==> src/rtl/fifo_axis_reader.sv <==
// Drains an async_fifo read port into an AXI4-Stream master. A head+skid pair
// absorbs the FIFO's one-cycle read latency so tready can stall without loss.
module fifo_axis_reader #(
   parameter int DATA_WIDTH = 32,
   parameter int PKT_LEN    = 0
) (
   input  logic                  rd_clk,
   input  logic                  rd_rst_n,
   input  logic                  en,
   input  logic                  fifo_empty,
   input  logic [DATA_WIDTH-1:0] fifo_dout,
   output logic                  fifo_rd_en,
   output logic [DATA_WIDTH-1:0] m_axis_tdata,
   output logic                  m_axis_tvalid,
   output logic                  m_axis_tlast,
   input  logic                  m_axis_tready,
   output logic                  busy
);

   typedef enum logic [1:0] {
      EMPTY = 2'd0,
      ONE   = 2'd1,
      TWO   = 2'd2
   } occ_e;

   localparam logic        HAS_LAST = (PKT_LEN != 0);
   localparam logic [15:0] LAST_IDX = (PKT_LEN == 0) ? 16'd0 : 16'(PKT_LEN - 1);

   occ_e                  occ_q, occ_d;
   logic                  inflight_q, inflight_d;
   logic                  tvalid_q, tvalid_d;
   logic                  tlast_q, tlast_d;
   logic [DATA_WIDTH-1:0] head_q, head_d;
   logic [DATA_WIDTH-1:0] skid_q, skid_d;
   logic [15:0]           cnt_q, cnt_d;

   logic       pop;
   logic       cap;
   logic [2:0] fill;
   logic       room;

   assign pop  = tvalid_q && m_axis_tready;
   assign cap  = inflight_q;
   assign fill = {1'b0, occ_q} + {2'b00, inflight_q};
   // Buffered plus in-flight words, less this cycle's pop, must leave a free slot.
   assign room = fill < (3'd2 + {2'b00, pop});

   assign fifo_rd_en    = rd_rst_n && en && !fifo_empty && room;
   assign m_axis_tdata  = head_q;
   assign m_axis_tvalid = tvalid_q;
   assign m_axis_tlast  = tlast_q;
   assign busy          = inflight_q || tvalid_q;

   always_comb begin
      occ_d  = occ_q;
      head_d = head_q;
      skid_d = skid_q;
      case (occ_q)
         EMPTY: begin
            if (cap) begin
               head_d = fifo_dout;
               occ_d  = ONE;
            end
         end
         ONE: begin
            if (cap && pop) begin
               head_d = fifo_dout;
            end else if (cap) begin
               skid_d = fifo_dout;
               occ_d  = TWO;
            end else if (pop) begin
               occ_d  = EMPTY;
            end
         end
         TWO: begin
            // The issue rule guarantees no capture arrives here without a pop.
            if (pop) begin
               head_d = skid_q;
               if (cap) skid_d = fifo_dout;
               else     occ_d  = ONE;
            end
         end
         default: occ_d = EMPTY;
      endcase
   end

   always_comb begin
      inflight_d = fifo_rd_en;
      tvalid_d   = (occ_d != EMPTY);
      cnt_d      = cnt_q;
      if (pop) cnt_d = tlast_q ? 16'd0 : 16'(cnt_q + 16'd1);
      tlast_d    = HAS_LAST && tvalid_d && (cnt_d == LAST_IDX);
   end

   always_ff @(posedge rd_clk or negedge rd_rst_n) begin
      if (!rd_rst_n) begin
         occ_q      <= EMPTY;
         inflight_q <= 1'b0;
         tvalid_q   <= 1'b0;
         tlast_q    <= 1'b0;
         head_q     <= '0;
         skid_q     <= '0;
         cnt_q      <= 16'd0;
      end else begin
         occ_q      <= occ_d;
         inflight_q <= inflight_d;
         tvalid_q   <= tvalid_d;
         tlast_q    <= tlast_d;
         head_q     <= head_d;
         skid_q     <= skid_d;
         cnt_q      <= cnt_d;
      end
   end

endmodule

==> config.mk <==
export PLATFORM = sky130hd
export DESIGN_NAME = fifo_axis_reader
export DESIGN_NICKNAME = d
export VERILOG_FILES = /design/src/rtl/fifo_axis_reader.sv
export SDC_FILE = /design/constraint.sdc
export NUM_CORES = 1
export LEC_CHECK = 0
export CAP_MARGIN = 30
export CORE_UTILIZATION = 45
export CTS_CLUSTER_SIZE = 10
export DETAILED_ROUTE_END_ITERATION = 10
export GPL_ROUTABILITY_DRIVEN = 0
export GPL_TIMING_DRIVEN = 0
export PLACE_DENSITY_LB_ADDON = 0.15
export SLEW_MARGIN = 20
export SYNTH_ARGS = -nofsm -noshare
export SYNTH_HDL_FRONTEND = slang
export SYNTH_SLANG_ARGS = --single-unit
==> constraint.sdc <==
create_clock -name rd_clk -period 1.7 [get_ports rd_clk]
set_input_delay 0.255 -clock rd_clk [delete_from_list [all_inputs] [get_ports rd_clk]]
set_output_delay 0.255 -clock rd_clk [all_outputs]
set_load 0.005 [all_outputs]
==> results of run 1 <==
## flip-flops by register name, indices dropped and copies added, names as in the netlist
register,flops
m_axis_tdata,32
skid_q,32
occ_q,2
cap,1
m_axis_tvalid,1
## cells in the final DEF, fill, tap and decap left out, types with 2 or more instances in the layout
cell type and instances:
sky130_fd_sc_hd__mux2_1 2, sky130_fd_sc_hd__buf_6 3, sky130_fd_sc_hd__dfrtp_1 65, sky130_fd_sc_hd__buf_12 6, sky130_fd_sc_hd__clkdlybuf4s50_1 68, sky130_fd_sc_hd__mux2_4 56
sky130_fd_sc_hd__clkbuf_16 2, sky130_fd_sc_hd__clkbuf_8 13, sky130_fd_sc_hd__ha_4 3, sky130_fd_sc_hd__buf_8 7, sky130_fd_sc_hd__nor3_1 2, sky130_fd_sc_hd__mux2_2 38
sky130_fd_sc_hd__buf_4 13, sky130_fd_sc_hd__nand2_1 3, sky130_fd_sc_hd__bufbuf_16 3, sky130_fd_sc_hd__dfrtp_2 3
## kinds of logic (layout without fill, tap and decap cells)
group / Yosys count / after routing / synth area share, %
AOI/OAI and AO/OA: 8 / 8 / 2.58
xor gates and xnor gates: 1 / 1 / 0.262
adders and majority gates: 4 / 4 / 1.50
buffers and inverters: 13 / 121 / 3.70
DFF: 68 / 68 / 50.9
muxes: 96 / 96 / 38.6
other: 1 / 1 / 0.112
and+or+nand+nor: 13 / 13 / 2.36
## timing repair
action,4_1_cts,5_1_grt
pin swaps,4,4
setup buffers,12,2
endpoints found under the setup margin,62,65
gates cloned,4,2
hold buffers,2,0
gates resized for setup,32,2
hold endpoints to repair,31,0
## cell type report
type / instances / area share, %
Sequential cell: 68 / 35.3
Multi-Input combinational cell: 123 / 32.6
Timing Repair Buffer: 94 / 21.7
Clock buffer: 13 / 3.70
Buffer: 11 / 3.31
Tap cell: 99 / 2.56
Clock inverter: 1 / 0.621
Inverter: 2 / 0.207
## critical path, cell delays in order, from the launching register on
cell and delay, ns:
sky130_fd_sc_hd__dfrtp_2 0.46, sky130_fd_sc_hd__ha_4 0.18, sky130_fd_sc_hd__ha_4 0.20, sky130_fd_sc_hd__o21ai_2 0.05, sky130_fd_sc_hd__nor4b_4 0.22, sky130_fd_sc_hd__buf_2 0.15
## report_power, final
part           internal, W  switching, W
Sequential         0.00241      0.000457
Clock             0.000823      0.000595
Combinational      0.00205      0.000794
## Yosys cell counts, drive strengths merged
cell type / n
a21boi: 1
a21o: 1
ha: 4
a22oi: 1
nor3b: 1
conb: 1
a211o: 1
xnor2: 1
o21ai: 2
dfrtp: 68
mux2: 96
nor2: 1
inv: 2
nand2b: 1
nor4b: 1
buf: 11
or2: 1
a221oi: 1
o32ai: 1
nor3: 2
and3b: 1
nor2b: 1
and4b: 1
nand2: 3
## final timing paths
path | start | to
setup / recovery | cap | fifo_rd_en
hold / removal | rd_rst_n | m_axis_tdata[4]
setup reg to reg | occ_q[0] | skid_q[26]
hold reg to reg | m_axis_tdata[13] | m_axis_tdata[13]
max in group asynchronous | rd_rst_n | occ_q[1]
min in group rd_clk | m_axis_tdata[13] | m_axis_tdata[13]
## routing by layer
metal	wire length, um	share of wire, %	GRT usage [%]	vias to the layer above
met3	360	5.3	5.41	8
met5	0	0	0	-
li1	-	-	-	939
met1	3120	46	24.7	1052
met4	106	1.6	7.62	0
met2	3250	48	28.1	63
## per-stage QoR
step                      cells  instance area [sq um]  setup WS, ns  total power [W]  TNS, ns
after floorplan             204                   3340         0.108          0.00425        0
after global placement      374                   4180         -2.78          0.00537  -164.53
after detailed placement    375                   4200        -0.693          0.00546   -17.01
after CTS                   407                   4750        -0.181          0.00709    -7.65
after global routing        411                   4830        -0.229          0.00751   -11.20
final                       411                   4830        -0.157          0.00713    -6.42
==> run summary, run 1 <==
Insertion delay of the later-clocked pin in the worst-skew pair - 0.34 ns
Overall routing resource usage - 18.4%
Overall die height - 88.2 um
Initial DRC Count - 28
Min-Delay Path Class - input port to async pin
Mapped cell area - 3340 sq um
Port Buffer Count - 71
Count of antenna diodes in the layout - 0
Top-area cell type share of the netlist area - 50.9%
Depth of the worst register-to-register path - 6
Failing checks - setup timing
Core Area - 7210 sq um
Number of CTS-inserted buffers - 9
DRC - 0
Clock root cell - sky130_fd_sc_hd__clkbuf_8
Layout Utilization - 67.0%
Average wire per cell in the routed design - 16.6 um
Synth Warn # - 0
Worst setup EP type - output pin
Footprint of the flip-flops and latches - 1710 sq um
Leak Pwr - 2.24 nW
Net count after synthesis - 245
Pins over their slew limit - 0
Ratio of total power to cell area - 1480 nW/um^2
Nature of the critical path startpoint - flop
Total Routed Length - 6.84 mm
Highest clock rate - 539 MHz
Total setup violations reported at the end of the flow - 63
Routed via count - 2,062
Layout-stage area growth over the synthesis result - 44.5%
WHS - 0.467 ns
Worst-path clk slew - 0.07 ns
Die Outline Area - 7780 sq um
Setup Crit Path Kind - flop to output pin
Sinks on Clock Net - 68
Top cells by area, synth - sky130_fd_sc_hd__dfrtp_1, sky130_fd_sc_hd__mux2_4, sky130_fd_sc_hd__mux2_2
Setup slack, reg-to-reg - -0.14 ns
Number of unique standard cell types used by synthesis - 28
Arr. time, crit path - 1.60 ns
Antenna Violating Nets Remaining - 0
Drt first pass iters - 4
Number of levels the H-tree was split into - 3
Post-route clock period utilization - 109%
Initial core utilization - 46.4%
Number of global-route vias before repair - 2,097
Synthesized instance count - 204
Maximum fanout along the worst path - 4
Max rail drop VDD - 0.721 mV
Clock tree from TritonCTS - built
Number of core rows - 31
Layout cell share with drive strength beyond 1 - 50.3%
Wire length of the first global-routing pass - 10.6 mm
Number of fillers in the final layout - 541
Pin count of the biggest net entering global routing - 38
HPWL after DPL - 4.10 mm
Run status - complete, but fails checks
Longest Clk Path Bufs - 2
Largest area contributor in the synthesized netlist - sky130_fd_sc_hd__dfrtp_1
Worst Clk Skew - 0.00593 ns
CP required - 1.44 ns
NumNets Final - 350
Die Wd - 88.2 um
Post-Synthesis Mean Instance Area - 16.4 sq um
Number of hold violations in the final report - 0
Minimum setup slack in the final design - -0.157 ns
Number of synthesized register bits - 68
Number of vias per cell after detailed routing - 5.02
Count of pins on the block boundary - 73
Global route total overflow - 0
Shortest clock period the worst path allows after layout - 1.86 ns
Antenna violations before repair - 0
Maximum Capacitance Violations - 0
Sequential cell area fraction in the yosys report - 50.9%
Area taken by multi-input logic gates - 1580 sq um
RSZ-0062 raised after global routing - true
No activity file was read; power rests on OpenSTA's default activity.
==> run 2, diff against run 1 <==
- GPL_ROUTABILITY_DRIVEN: 0 -> unset
==> results of run 2 <==
Final layout, timing and power as in run 1 (identical DEF).
==> run 3, diff against run 2 <==
- CORE_MARGIN: unset -> 2
==> run 3 against run 2 <==
The run still ends with setup timing left. Routed wire length increased by 6.9%. Sequential share of layout area decreased by 1.5 points. Clock skew decreased by 0.0018 ns. Die area increased by 4.6%. Fmax decreased by 1.8%. Register-to-register slack improved by 0.04 ns. Combinational power increased by 14%.
==> run summary, run 3 (same netlist as run 1, synthesis figures left out) <==
Leak Pwr - 2.43 nW
Wire length of the first global-routing pass - 11.3 mm
Worst Clk Skew - 0.00416 ns
Number of vias per cell after detailed routing - 4.93
Setup Crit Path Kind - flop to output pin
Most used cells in the layout excluding fill and tap cells - sky130_fd_sc_hd__mux2_4, sky130_fd_sc_hd__clkdlybuf4s50_1, sky130_fd_sc_hd__dfrtp_1
DP Area - 4200 sq um
Layout cell share with drive strength beyond 1 - 52.6%
Insertion delay of the later-clocked pin in the worst-skew pair - 0.34 ns
Sinks on Clock Net - 68
Global route total overflow - 0
Arr. time, crit path - 1.64 ns
Longest Clk Path Bufs - 2
Initial core utilization - 46.4%
Global placement routability congestion - 0.741
Antenna violations before repair - 0
Die Outline Area - 8140 sq um
Number of CTS-inserted buffers - 9
Clock root cell - sky130_fd_sc_hd__clkbuf_8
Highest clock rate - 529 MHz
Initial DRC Count - 86
Number of levels the H-tree was split into - 3
Final std cell area, no fill - 5040 sq um
Failing checks - setup timing
Routed via count - 2,079
Max rail drop VDD - 0.789 mV
Number of fillers in the final layout - 530
RSZ-0062 raised after global routing - true
Number of core rows - 31
Port Buffer Count - 71
Core Area - 7210 sq um
Antenna Violating Nets Remaining - 0
Leading cell type in the layout, fill and taps excluded - sky130_fd_sc_hd__mux2_4
Layout-stage area growth over the synthesis result - 50.7%
Drt first pass iters - 4
Count of antenna diodes in the layout - 0
Min-Delay Path Class - flop to flop
Overall routing resource usage - 17.8%
Pin count of the biggest net entering global routing - 39
Maximum fanout along the worst path - 4
Worst setup timing slack at the placement stage - -0.746 ns
Area taken by multi-input logic gates - 1740 sq um
Overall die height - 90.2 um
Total Routed Length - 7.31 mm
Die Wd - 90.2 um
Ratio of total power to cell area - 1470 nW/um^2
Clock tree from TritonCTS - built
DRC - 0
Total setup violations reported at the end of the flow - 60
Origin of the critical flop-to-flop path - occ_q[0]
Minimum setup slack in the final design - -0.191 ns
Cell total after placement - 375
Pins over their slew limit - 0
Nature of the critical path startpoint - flop
Worst setup EP type - output pin
Maximum Capacitance Violations - 0
Post-route clock period utilization - 111%
Launching instance or port of the critical path - cap
NumNets Final - 359
Final cell count without fillers - 422
Shortest clock period the worst path allows after layout - 1.89 ns
Number of global-route vias before repair - 2,181
CP required - 1.44 ns
Final Total Pwr - 0.00742 W
Layout Utilization - 69.9%
Worst-path clk slew - 0.07 ns
HPWL after DPL - 4.15 mm
Number of hold violations in the final report - 0
Worst hold path startpoint - skid_q[1]
Run status - complete, but fails checks
Average wire per cell in the routed design - 17.3 um
Count of pins on the block boundary - 73
Footprint of the flip-flops and latches - 1710 sq um
[run 3: worst paths after layout]
| check | to | slack [ns] | depth (start not counted) |
|---|---|---|---|
| worst max-delay path | fifo_rd_en | -0.19 | 5 |
| worst min-delay path | skid_q[1] | 0.51 | 1 |
| worst max register to register | m_axis_tdata[25] | -0.10 | 6 |
| worst min register to register | skid_q[1] | 0.51 | 1 |
| max in group asynchronous | cap | 0.88 | 4 |
| min in group asynchronous | m_axis_tdata[4] | 0.56 | 4 |
[run 3: cell type report]
cell class / instances / share of cell area (%)
Inverter: 2 / 0.199
Sequential cell: 68 / 33.8
Clock inverter: 5 / 1.04
Tap cell: 99 / 2.46
Clock buffer: 11 / 2.61
Multi-Input combinational cell: 123 / 34.4
Timing Repair Buffer: 103 / 22.1
Buffer: 11 / 3.30
[run 3: power breakdown]
part           switching, W  total, W  internal, W  leakage [nW]
Sequential         0.000495   0.00291      0.00241         0.818
Clock              0.000603   0.00127     0.000671        0.0931
Combinational      0.000863   0.00324      0.00238          1.52
[run 3: routing by layer]
metal  up-vias  wire, um  track usage (%)
met3         8       377             6.71
li1        961         -                -
met4         0       107             5.77
met2        53      3580             27.8
met5         -         0                0
met1      1057      3240             22.9
[run 3: per-stage QoR]
stage / hold WS (ns) / setup TNS, ns
final: 0.510 / -4.15
after global placement: 0.476 / -160.66
after detailed placement: 0.213 / -18.29
after global routing: 0.524 / -6.55
after CTS: 0.470 / -8.96
after floorplan: -0.0406 / 0
[run 3: what timing repair did]
item	CTS	global route
endpoints found under the setup margin	62	66
setup buffers	18	6
gates resized for setup	51	42
hold endpoints to repair	30	0
pin swaps	4	4
hold buffers	5	0
gates cloned	2	4
[run 3: critical path, stage by stage, from the launching register on]
cell and delay, ns:
sky130_fd_sc_hd__dfrtp_2 0.47, sky130_fd_sc_hd__ha_4 0.19, sky130_fd_sc_hd__ha_4 0.20, sky130_fd_sc_hd__o21ai_2 0.06
sky130_fd_sc_hd__nor4b_4 0.22, sky130_fd_sc_hd__buf_2 0.15
